$ cat config.mk
export PLATFORM = sky130hd
export DESIGN_NAME = dcache_ctrl
export DESIGN_NICKNAME = d
export VERILOG_FILES = /design/src/rtl/dcache_ctrl.sv
export SDC_FILE = /design/constraint.sdc
export NUM_CORES = 1
export LEC_CHECK = 0
export CORE_ASPECT_RATIO = 0.5
export CORE_MARGIN = 2
export CORE_UTILIZATION = 40
export DETAILED_ROUTE_END_ITERATION = 12
export PLACE_DENSITY = 0.75
export SETUP_SLACK_MARGIN = 0.05
export SYNTH_ARGS = -nofsm -noshare
export SYNTH_HDL_FRONTEND = slang
export SYNTH_SLANG_ARGS = --single-unit
$ cat constraint.sdc
create_clock -name clock -period 3.8 [get_ports clock]
set_input_delay 0.76 -clock clock [delete_from_list [all_inputs] [get_ports clock]]
set_output_delay 0.76 -clock clock [all_outputs]
set_load 0.005 [all_outputs]
$ cat src/rtl/dcache_ctrl.sv
// Data-cache sequencer: hit/miss handling for LSQ loads, blocking refill,
// and a write-through store buffer sharing the single memory port.
module dcache_ctrl #(
    parameter int SB_DEPTH = 4,
    parameter int IDX_W    = 4,
    parameter int TAG_W    = 25
) (
    input  logic             clock,
    input  logic             reset,
    input  logic             lsq_ld_valid,
    input  logic [31:0]      lsq_ld_addr,
    output logic             lsq_ld_ready,
    output logic             ld_resp_valid,
    output logic [63:0]      ld_resp_data,
    input  logic             lsq_st_valid,
    input  logic [31:0]      lsq_st_addr,
    input  logic [31:0]      lsq_st_data,
    input  logic [2:0]       lsq_st_size,
    output logic             lsq_st_ready,
    output logic             dc_rd_en,
    output logic [IDX_W-1:0] dc_rd_idx,
    output logic [TAG_W-1:0] dc_rd_tag,
    input  logic             dc_rd_hit,
    input  logic [63:0]      dc_rd_data,
    output logic             dc_wr_en_mem,
    output logic             dc_wr_en_lsq,
    output logic [IDX_W-1:0] dc_wr_idx,
    output logic [TAG_W-1:0] dc_wr_tag,
    output logic [63:0]      dc_wr_data,
    output logic [2:0]       dc_size,
    output logic             dc_offset,
    output logic [1:0]       proc2mem_command,
    output logic [31:0]      proc2mem_addr,
    output logic [63:0]      proc2mem_data,
    output logic [2:0]       proc2mem_size,
    input  logic [3:0]       mem2proc_response,
    input  logic [63:0]      mem2proc_data,
    input  logic [3:0]       mem2proc_tag
);

    localparam int PTR_W = $clog2(SB_DEPTH);
    localparam logic [PTR_W:0] SB_FULL = SB_DEPTH[PTR_W:0];
    localparam logic [1:0] BUS_NONE  = 2'd0;
    localparam logic [1:0] BUS_LOAD  = 2'd1;
    localparam logic [1:0] BUS_STORE = 2'd2;
    localparam logic [2:0] SZ_DOUBLE = 3'd3;

    typedef enum logic [1:0] {
        IDLE,
        LD_REQ,
        LD_WAIT,
        LD_FILL
    } state_t;

    state_t           state;
    logic [31:3]      ld_addr;
    logic [3:0]       saved_tag;
    logic [63:0]      fill_data;

    logic [31:0]      sb_addr [SB_DEPTH];
    logic [31:0]      sb_data [SB_DEPTH];
    logic [2:0]       sb_size [SB_DEPTH];
    logic [PTR_W-1:0] head;
    logic [PTR_W-1:0] tail;
    logic [PTR_W:0]   count;

    logic ld_fire;
    logic st_fire;
    logic sb_drain;
    logic sb_pop;
    logic ld_issue;
    logic unused_bits;

    assign unused_bits  = ^lsq_ld_addr[2:0];

    assign lsq_ld_ready = (state == IDLE);
    assign lsq_st_ready = (count != SB_FULL) && (state != LD_FILL);
    assign ld_fire      = lsq_ld_valid && lsq_ld_ready;
    assign st_fire      = lsq_st_valid && lsq_st_ready;

    // Stores drain only before a miss is on the bus, keeping load/store order.
    assign sb_drain = (count != '0) && (state == IDLE || state == LD_REQ);
    assign sb_pop   = sb_drain && (mem2proc_response != 4'd0);
    assign ld_issue = (state == LD_REQ) && (count == '0);

    always_comb begin
        dc_rd_en      = ld_fire;
        dc_rd_idx     = '0;
        dc_rd_tag     = '0;
        ld_resp_valid = 1'b0;
        ld_resp_data  = '0;
        if (ld_fire) begin
            dc_rd_idx = lsq_ld_addr[IDX_W+2:3];
            dc_rd_tag = lsq_ld_addr[TAG_W+IDX_W+2:IDX_W+3];
        end
        if (state == LD_FILL) begin
            ld_resp_valid = 1'b1;
            ld_resp_data  = fill_data;
        end else if (ld_fire && dc_rd_hit) begin
            ld_resp_valid = 1'b1;
            ld_resp_data  = dc_rd_data;
        end
    end

    // Refill and store-hit writes never overlap: stores stall in LD_FILL.
    always_comb begin
        dc_wr_en_mem = 1'b0;
        dc_wr_en_lsq = 1'b0;
        dc_wr_idx    = '0;
        dc_wr_tag    = '0;
        dc_wr_data   = '0;
        dc_size      = '0;
        dc_offset    = 1'b0;
        if (state == LD_FILL) begin
            dc_wr_en_mem = 1'b1;
            dc_wr_idx    = ld_addr[IDX_W+2:3];
            dc_wr_tag    = ld_addr[TAG_W+IDX_W+2:IDX_W+3];
            dc_wr_data   = fill_data;
        end else if (st_fire) begin
            dc_wr_en_lsq = 1'b1;
            dc_wr_idx    = lsq_st_addr[IDX_W+2:3];
            dc_wr_tag    = lsq_st_addr[TAG_W+IDX_W+2:IDX_W+3];
            dc_wr_data   = {32'b0, lsq_st_data};
            dc_size      = lsq_st_size;
            dc_offset    = lsq_st_addr[2];
        end
    end

    always_comb begin
        proc2mem_command = BUS_NONE;
        proc2mem_addr    = '0;
        proc2mem_data    = '0;
        proc2mem_size    = '0;
        if (sb_drain) begin
            proc2mem_command = BUS_STORE;
            proc2mem_addr    = sb_addr[head];
            proc2mem_data    = {32'b0, sb_data[head]};
            proc2mem_size    = sb_size[head];
        end else if (ld_issue) begin
            proc2mem_command = BUS_LOAD;
            proc2mem_addr    = {ld_addr, 3'b0};
            proc2mem_size    = SZ_DOUBLE;
        end
    end

    always_ff @(posedge clock) begin
        if (reset) begin
            state     <= IDLE;
            ld_addr   <= '0;
            saved_tag <= '0;
            fill_data <= '0;
        end else begin
            unique case (state)
                IDLE: begin
                    if (ld_fire && !dc_rd_hit) begin
                        ld_addr <= lsq_ld_addr[31:3];
                        state   <= LD_REQ;
                    end
                end
                LD_REQ: begin
                    if (ld_issue && mem2proc_response != 4'd0) begin
                        saved_tag <= mem2proc_response;
                        state     <= LD_WAIT;
                    end
                end
                LD_WAIT: begin
                    if (saved_tag != 4'd0 && mem2proc_tag == saved_tag) begin
                        fill_data <= mem2proc_data;
                        state     <= LD_FILL;
                    end
                end
                LD_FILL: begin
                    saved_tag <= '0;
                    state     <= IDLE;
                end
                default: state <= IDLE;
            endcase
        end
    end

    always_ff @(posedge clock) begin
        if (reset) begin
            head  <= '0;
            tail  <= '0;
            count <= '0;
        end else begin
            if (st_fire) tail <= tail + 1'b1;
            if (sb_pop)  head <= head + 1'b1;
            unique case ({st_fire, sb_pop})
                2'b10:   count <= count + 1'b1;
                2'b01:   count <= count - 1'b1;
                default: count <= count;
            endcase
        end
    end

    always_ff @(posedge clock) begin
        if (st_fire) begin
            sb_addr[tail] <= lsq_st_addr;
            sb_data[tail] <= lsq_st_data;
            sb_size[tail] <= lsq_st_size;
        end
    end

endmodule

==> results of run 1 <==
## final cells by class
type	count	area share, %
multi-input cells	647	23.6
well taps	540	2.93
clock buffers	40	4.05
inverters	10	0.163
clock inverters	21	1.22
repair buffers	540	23.8
flip-flops and latches	376	44.3
## power by group
part / internal, mW / total (mW) / switching (mW)
Clock: 2.24 / 3.74 / 1.50
Combinational: 2.70 / 4.89 / 2.19
Sequential: 4.86 / 5.10 / 0.231
Total: 9.80 / 13.7 / 3.92
## logic make-up (layout without fill, tap and decap cells)
kind of cell	after synthesis	count (layout)
xor+xnor	8	8
simple gates	263	263
mux	132	132
fa+ha+maj	11	11
buf+inv	126	611
other cells	1	32
flops	376	376
compound gates	201	201
## cells in the mapped netlist
cell      count  area [um2]
or3_1         1        6.26
nor4b_4       1        23.8
a22oi_1       5        37.5
ha_1         10         125
clkbuf_1     50         188
buf_2        20         100
nand2b_1      5        31.3
or2_0         1        6.26
buf_6         1        11.3
nor2_1       78         293
a21boi_1      1        7.51
buf_12        6         120
o32a_1        1        10.0
a31oi_4       1        21.3
o21ai_0       1        5.00
a22o_1      122        1070
a21boi_0      1        7.51
xnor2_1       5        43.8
buf_1         5        18.8
and2_1       70         438
fa_1          1        20.0
or2b_1        1        7.51
o21a_1        1        7.51
and3_1       37         231
dfxtp_1     108        2160
nor3_1        1        5.00
conb_1        1        3.75
buf_4        34         255
edfxtp_1    268        8050
a21o_1       34         255
nand3_1       1        5.00
mux4_2       67        1510
nor4_1        1        6.26
o21ai_1       1        5.00
or3b_1        1        8.76
inv_1        10        37.5
nor2b_1       2        12.5
xor2_1        3        26.3
nand2_1      63         236
mux2i_1      65         651
a21oi_1      33         165
## worst max path at each step
stage                       from  slack [ps]                to  depth (start not counted)
finish                  state[0]         130  ld_resp_data[21]                         10
global route            state[1]          60  ld_resp_data[21]                         10
CTS                     state[0]          60  ld_resp_data[21]                          9
detailed placement  lsq_ld_valid         350  ld_resp_data[21]                          7
global placement    lsq_ld_valid         390  ld_resp_data[48]                          7
floorplan               state[0]         880     sb_addr[0][0]                          3
## state kept, by name, indices dropped and copies added, names as in the netlist, named ones only
register,cells
head,2
fill_data,64
sb_size,12
saved_tag,4
ld_addr,29
sb_data,128
tail,2
state,2
count,3
sb_addr,128
## through the flow
stage / cells / util (%) / hold WS [ps] / cell area (um2)
finish: 2174 / 57.4 / 475 / 23100
global route: 2174 / 57.4 / 501 / 23100
CTS: 2165 / 57.2 / 477 / 23000
detailed placement: 2104 / 54.2 / 468 / 21800
global placement: 2104 / 54.2 / 461 / 21800
floorplan: 1149 / - / 450 / 16300
## placed cells by master (no fill, tap or decap), types with 2 or more instances in the layout
cell             netlist  layout
and3_4                 0       4
buf_4                 34      25
clkdlybuf4s50_1        0     500
dfxtp_4                0       2
edfxtp_1             268     268
buf_12                 6      13
and3_1                37      33
clkbuf_8               0       4
dfxtp_1              108     104
xor2_1                 3       3
mux2i_1               65      65
clkinv_2               0       7
xnor2_1                5       5
a22o_1               122     122
a21o_1                34      34
clkinv_1               0       5
a22oi_1                5       5
mux4_2                67      67
clkbuf_16              0      36
nand2_1               63      63
bufinv_16              0       7
inv_1                 10      10
ha_1                  10       9
a21oi_1               33      33
nand2b_1               5       5
and2_1                70      68
dfxtp_2                0       2
conb_1                 1      32
nor2_1                78      77
## worst min-delay path, stage by stage (launching register included)
cell	delay [ps]
dfxtp_1	320
nand2_1	50
a21oi_1	50
## metal layers
| layer | GRT usage (%) | up-vias | part of all wire [%] |
|---|---|---|---|
| met5 | 0 | - | 0 |
| met4 | 6.03 | 0 | 2.8 |
| met3 | 3.38 | 80 | 4.3 |
| met2 | 37.0 | 291 | 50 |
| met1 | 29.7 | 5654 | 43 |
| li1 | - | 5146 | - |
## what timing repair did
item / in CTS / in global routing
setup buffers: 0 / 8
pin swaps: 0 / 2
endpoints found under the hold margin: 0 / 0
endpoints found under the setup margin: 3 / 89
gates cloned: 0 / 1
gates resized for setup: 1 / 4
==> impl_metrics.ini, run 1 <==
[clocking]
cts_max_level = 2
cts_buffers = 34
cts_root_buffer = clkbuf_16
cts_hold_buf = 0
cts.sinks = 376
clk_pin_slew_ps = 70
cts.path.max_buffers = 3
cts_tree = done
clock_latency_ps = 520

[setup_path]
worstSetupEndpointType = output pin
path_class = flop to output pin
r2r_slack_ps = 710
r2r_cells = 11
crit_family = buffers and inverters
r2r_end = count[2]
critPathArrivalTime_ps = 2910
worst-path-buf-inv = 5
r2r-start = state[1]
slowest_stage = clkdlybuf4s50_1
slowest_delay_ps = 540
crit_required_ps = 3040
crit_fanout = 16
start_kind = flop
worstPathCellList = inv_1 > ha_1 > buf_6 > and2_2 > nand2_1 > nor2_4 > buf_4 > buf_12 > a22o_1 > clkdlybuf4s50_1

[yosys]
synth_cell_type_count = 41
synth_mux_area_share_pct = 13.3
netlist_instances = 1118
synth_top_family_by_area = multiplexers
yosysWarnings = 0
synth.cell_area_um2 = 16200
yosys.area_share.simple_pct = 8.08
synth_xor_area_share_pct = 0.432
synth_compound_area_share_pct = 9.80
synth-seq-cells = 376
synthAdderAreaFrac_pct = 0.895
ys_seq_area_share_pct = 62.9
syn_avg_cell_area_um2 = 14.5

[final_layout]
nets = 1860
n_fill_cell = 3187
regArea_um2 = 10200
drive_gt1_share_pct = 11.0
n_antenna_cell = 0
area_delta_synth_final_pct = 42.3
multi_input_area_um2 = 5450

[placement]
place_ws_ps = 348
globalplace.congestion = 0.861
portBuffers = 501
dpl.hpwl_um = 33500

[routing]
drt_iter0_drc = 1033
drtAntennaViolNets = 0
viasPerCell = 5.14
route.vias.total = 11200
drt-pass1-iter-count = 5
wl_per_cell_um = 22.1
drc = 0
drt_wl_total_um = 48100

[timing]
slew_headroom_pct = 45.7
skew_ps = 19.5
setup_viol = 0
worst_pin_slew_ps = 814
setup_slack_ps = 130
hold_viol_final = 0
slew_viol_final = 0
period_share_pct = 96.6
max_freq_mhz = 272
finalCriticalPeriod_ps = 3670
setup-tns-final_ps = 0
rsz0062_at_grt = false

[die]
die_h_um = 146
ios = 537
die_x_um = 289
rows = 52
core-area_um2 = 40200
start_util_pct = 40.3
die_area_um2 = 42300

[global_routing]
grt_pass1_wl_um = 70400
grt_overflow_total = 0
track_usage_pct = 21.9
grt_max_degree = 131
first_global_vias = 11100
grt_antenna_before_repair = 0

[power]
fin_total_pwr_mw = 13.7
leakage_nw = 8.81
power_density_nw_per_um2 = 594
ir_drop_uv = 381

[outcome]
outcome = finished clean

[job]
cap_violations = 0

[min_path]
hold-path-endpoint = ld_addr[24]
min_from = ld_addr[24]
holdPathStages = 2
hold_path.class = flop to flop
Note: power is estimated with default switching activity, not from simulation.
==> inputs of run 2 (changes only) <==
REMOVE_ABC_BUFFERS = 1   (was not set)
SLEW_MARGIN = 15   (was not set)
==> run 2 against run 1 <==
  * Combinational power down 3%
  * Hold slack better by 2.9 ps
  * Largest power group unchanged
  * Die area unchanged
  * Critical path type is now input port to output pin
  * Non-clock buffer count down 8
  * Critical endpoint is now ld_resp_data[19]
  * Via count about the same
  * Core utilization decreased by 0.44 points
  * Setup slack improved by 39 ps
  * Global-route usage fell by 0.64 points
  * Flip-flop and latch count unchanged
==> impl_metrics.ini, run 2 (synthesized netlist as in run 1, its figures left out) <==
[clocking]
cts_post_setup_buffers_inserted = 0
cts_root_buffer = clkbuf_16
cts_hold_buf = 0
cts_buffers = 35
clk_pin_slew_ps = 60
cts.path.max_buffers = 3
clock_latency_ps = 530
cts_tree = done
cts.sinks = 376
cts_max_level = 2
postCtsResizedCells = 0

[routing]
drc = 0
drt_wl_total_um = 46200
viasPerCell = 5.15
drt_iter0_drc = 738
drtAntennaViolNets = 0
route.vias.total = 11200
wl_per_cell_um = 21.3
drt-pass1-iter-count = 5

[die]
start_util_pct = 40.3
die_h_um = 146
core-area_um2 = 40200
die_area_um2 = 42300
rows = 52
ios = 537
die_x_um = 289

[setup_path]
worstSetupEndpointType = output pin
r2r-start = state[0]
r2r_end = count[2]
r2r_cells = 12
slowest_delay_ps = 520
crit_fanout = 64
r2r_slack_ps = 750
critPathArrivalTime_ps = 2870
crit_path_frequent_cell = clkdlybuf4s50_1
slowest_stage = clkdlybuf4s50_1
worstPathCellList = clkdlybuf4s50_1 > and2_1 > nand2_1 > nor2_4 > buf_12 > a22o_1 > clkdlybuf4s50_1
crit_required_ps = 3040
start_kind = input port
path_class = input port to output pin

[timing]
slew_headroom_pct = 34.6
slew_viol_final = 0
rsz0062_at_grt = false
max_freq_mhz = 275
setup_viol = 0
finalCriticalPeriod_ps = 3630
skew_ps = 27.8
hold_viol_final = 0
period_share_pct = 95.6
worst_pin_slew_ps = 981

[final_layout]
layoutNonFillerInstCount = 2169
regArea_um2 = 10200
utilization_pct = 57.0
n_fill_cell = 3225
area_delta_synth_final_pct = 41.2
fin_area_um2 = 22900
nets = 1853
multi_input_area_um2 = 5440
drive_gt1_share_pct = 9.82
top_regs = sb_addr: 128 flops, sb_data: 128 flops, fill_data: 64 flops
n_antenna_cell = 0
layout_common_cells = clkdlybuf4s50_1, edfxtp_1, a22o_1
final_common_cell = clkdlybuf4s50_1

[power]
pwr-share-comb_pct = 35.5
p_int_mw = 9.48
p_sw_mw = 3.85
p_sw_share_pct = 28.9
p_seq_share_pct = 38.3
leakage_nw = 8.71
power_density_nw_per_um2 = 582
ir_drop_uv = 309
power_frac_clock_pct = 26.3

[min_path]
min_from = ld_addr[7]
hold_path.class = flop to flop
hold-path-endpoint = ld_addr[7]
holdPathStages = 2

[placement]
globalplace.congestion = 0.825
dpl.hpwl_um = 31900
portBuffers = 501
place_area_um2 = 21800
dp_cells = 2105

[global_routing]
grt_overflow_total = 0
first_global_vias = 11400
track_usage_pct = 21.3
grt_max_degree = 82
grt_pass1_wl_um = 69300
grt_antenna_before_repair = 0

[job]
cap_violations = 0

[outcome]
outcome = finished clean
## run 2: changes by cell type in the layout (fill, tap and decap cells not counted), moves of 2 or more
cell	before	now
clkinv_1	5	8
bufinv_16	7	3
clkinv_2	7	2
buf_4	25	20
dfxtp_2	2	0
clkbuf_1	1	9
dfxtp_1	104	106
## run 2: power groups by stage
stage	Combinational, mW	Sequential [mW]	Clock (mW)
2_1_floorplan	1.99	5.21	0
3_3_place_gp	4.70	5.17	0
3_5_place_dp	4.74	5.19	0
4_1_cts	4.77	5.11	3.57
5_1_grt	5.00	5.14	3.74
6_report	4.73	5.10	3.50
## run 2: layout make-up
class	count	area share, %
clock buffer	48	4.26
sequential	376	44.6
multi-input combinational	647	23.8
inverter	10	0.164
timing repair buffer	532	23.6
clock inverter	16	0.710
tap	540	2.95
## run 2: metrics by stage
stage	hold WS (ps)	total power [mW]	TNS, ps	worst slack, ps
finish	478	13.3	0	169
detailed placement	467	9.93	0	210
global route	497	13.9	0	94.4
global placement	459	9.86	0	230
CTS	478	13.5	0	178
floorplan	444	7.20	-312930	-1770
## run 2: routing by layer
metal,up-vias,part of all wire (%),GRT usage [%]
met5,-,0,0
met4,0,1.9,5.23
met3,63,3.5,2.22
met2,261,53,37.5
met1,5713,42,28.4
li1,5144,-,-
## run 2: critical path, delay by kind of cell
kind / cells / cell delay [ps]
buffers and inverters: 3 / 1280
and+or+nand+nor: 3 / 470
AOI/OAI and AO/OA: 1 / 260
## run 2: worst max path at each step
stage                 start               end  slack (ps)
3_3_place_gp   lsq_ld_valid  ld_resp_data[19]         230
2_1_floorplan      state[0]   ld_resp_data[0]       -1770
6_report       lsq_ld_valid  ld_resp_data[19]         170
3_5_place_dp   lsq_ld_valid  ld_resp_data[19]         210
5_1_grt        lsq_ld_valid  ld_resp_data[19]          90
4_1_cts        lsq_ld_valid  ld_resp_data[19]         180
==> inputs of run 3 (changes only) <==
GPL_ROUTABILITY_DRIVEN = 0   (was not set)
==> results of run 3 <==
The final DEF is identical to that of run 2; final timing and power are the same.
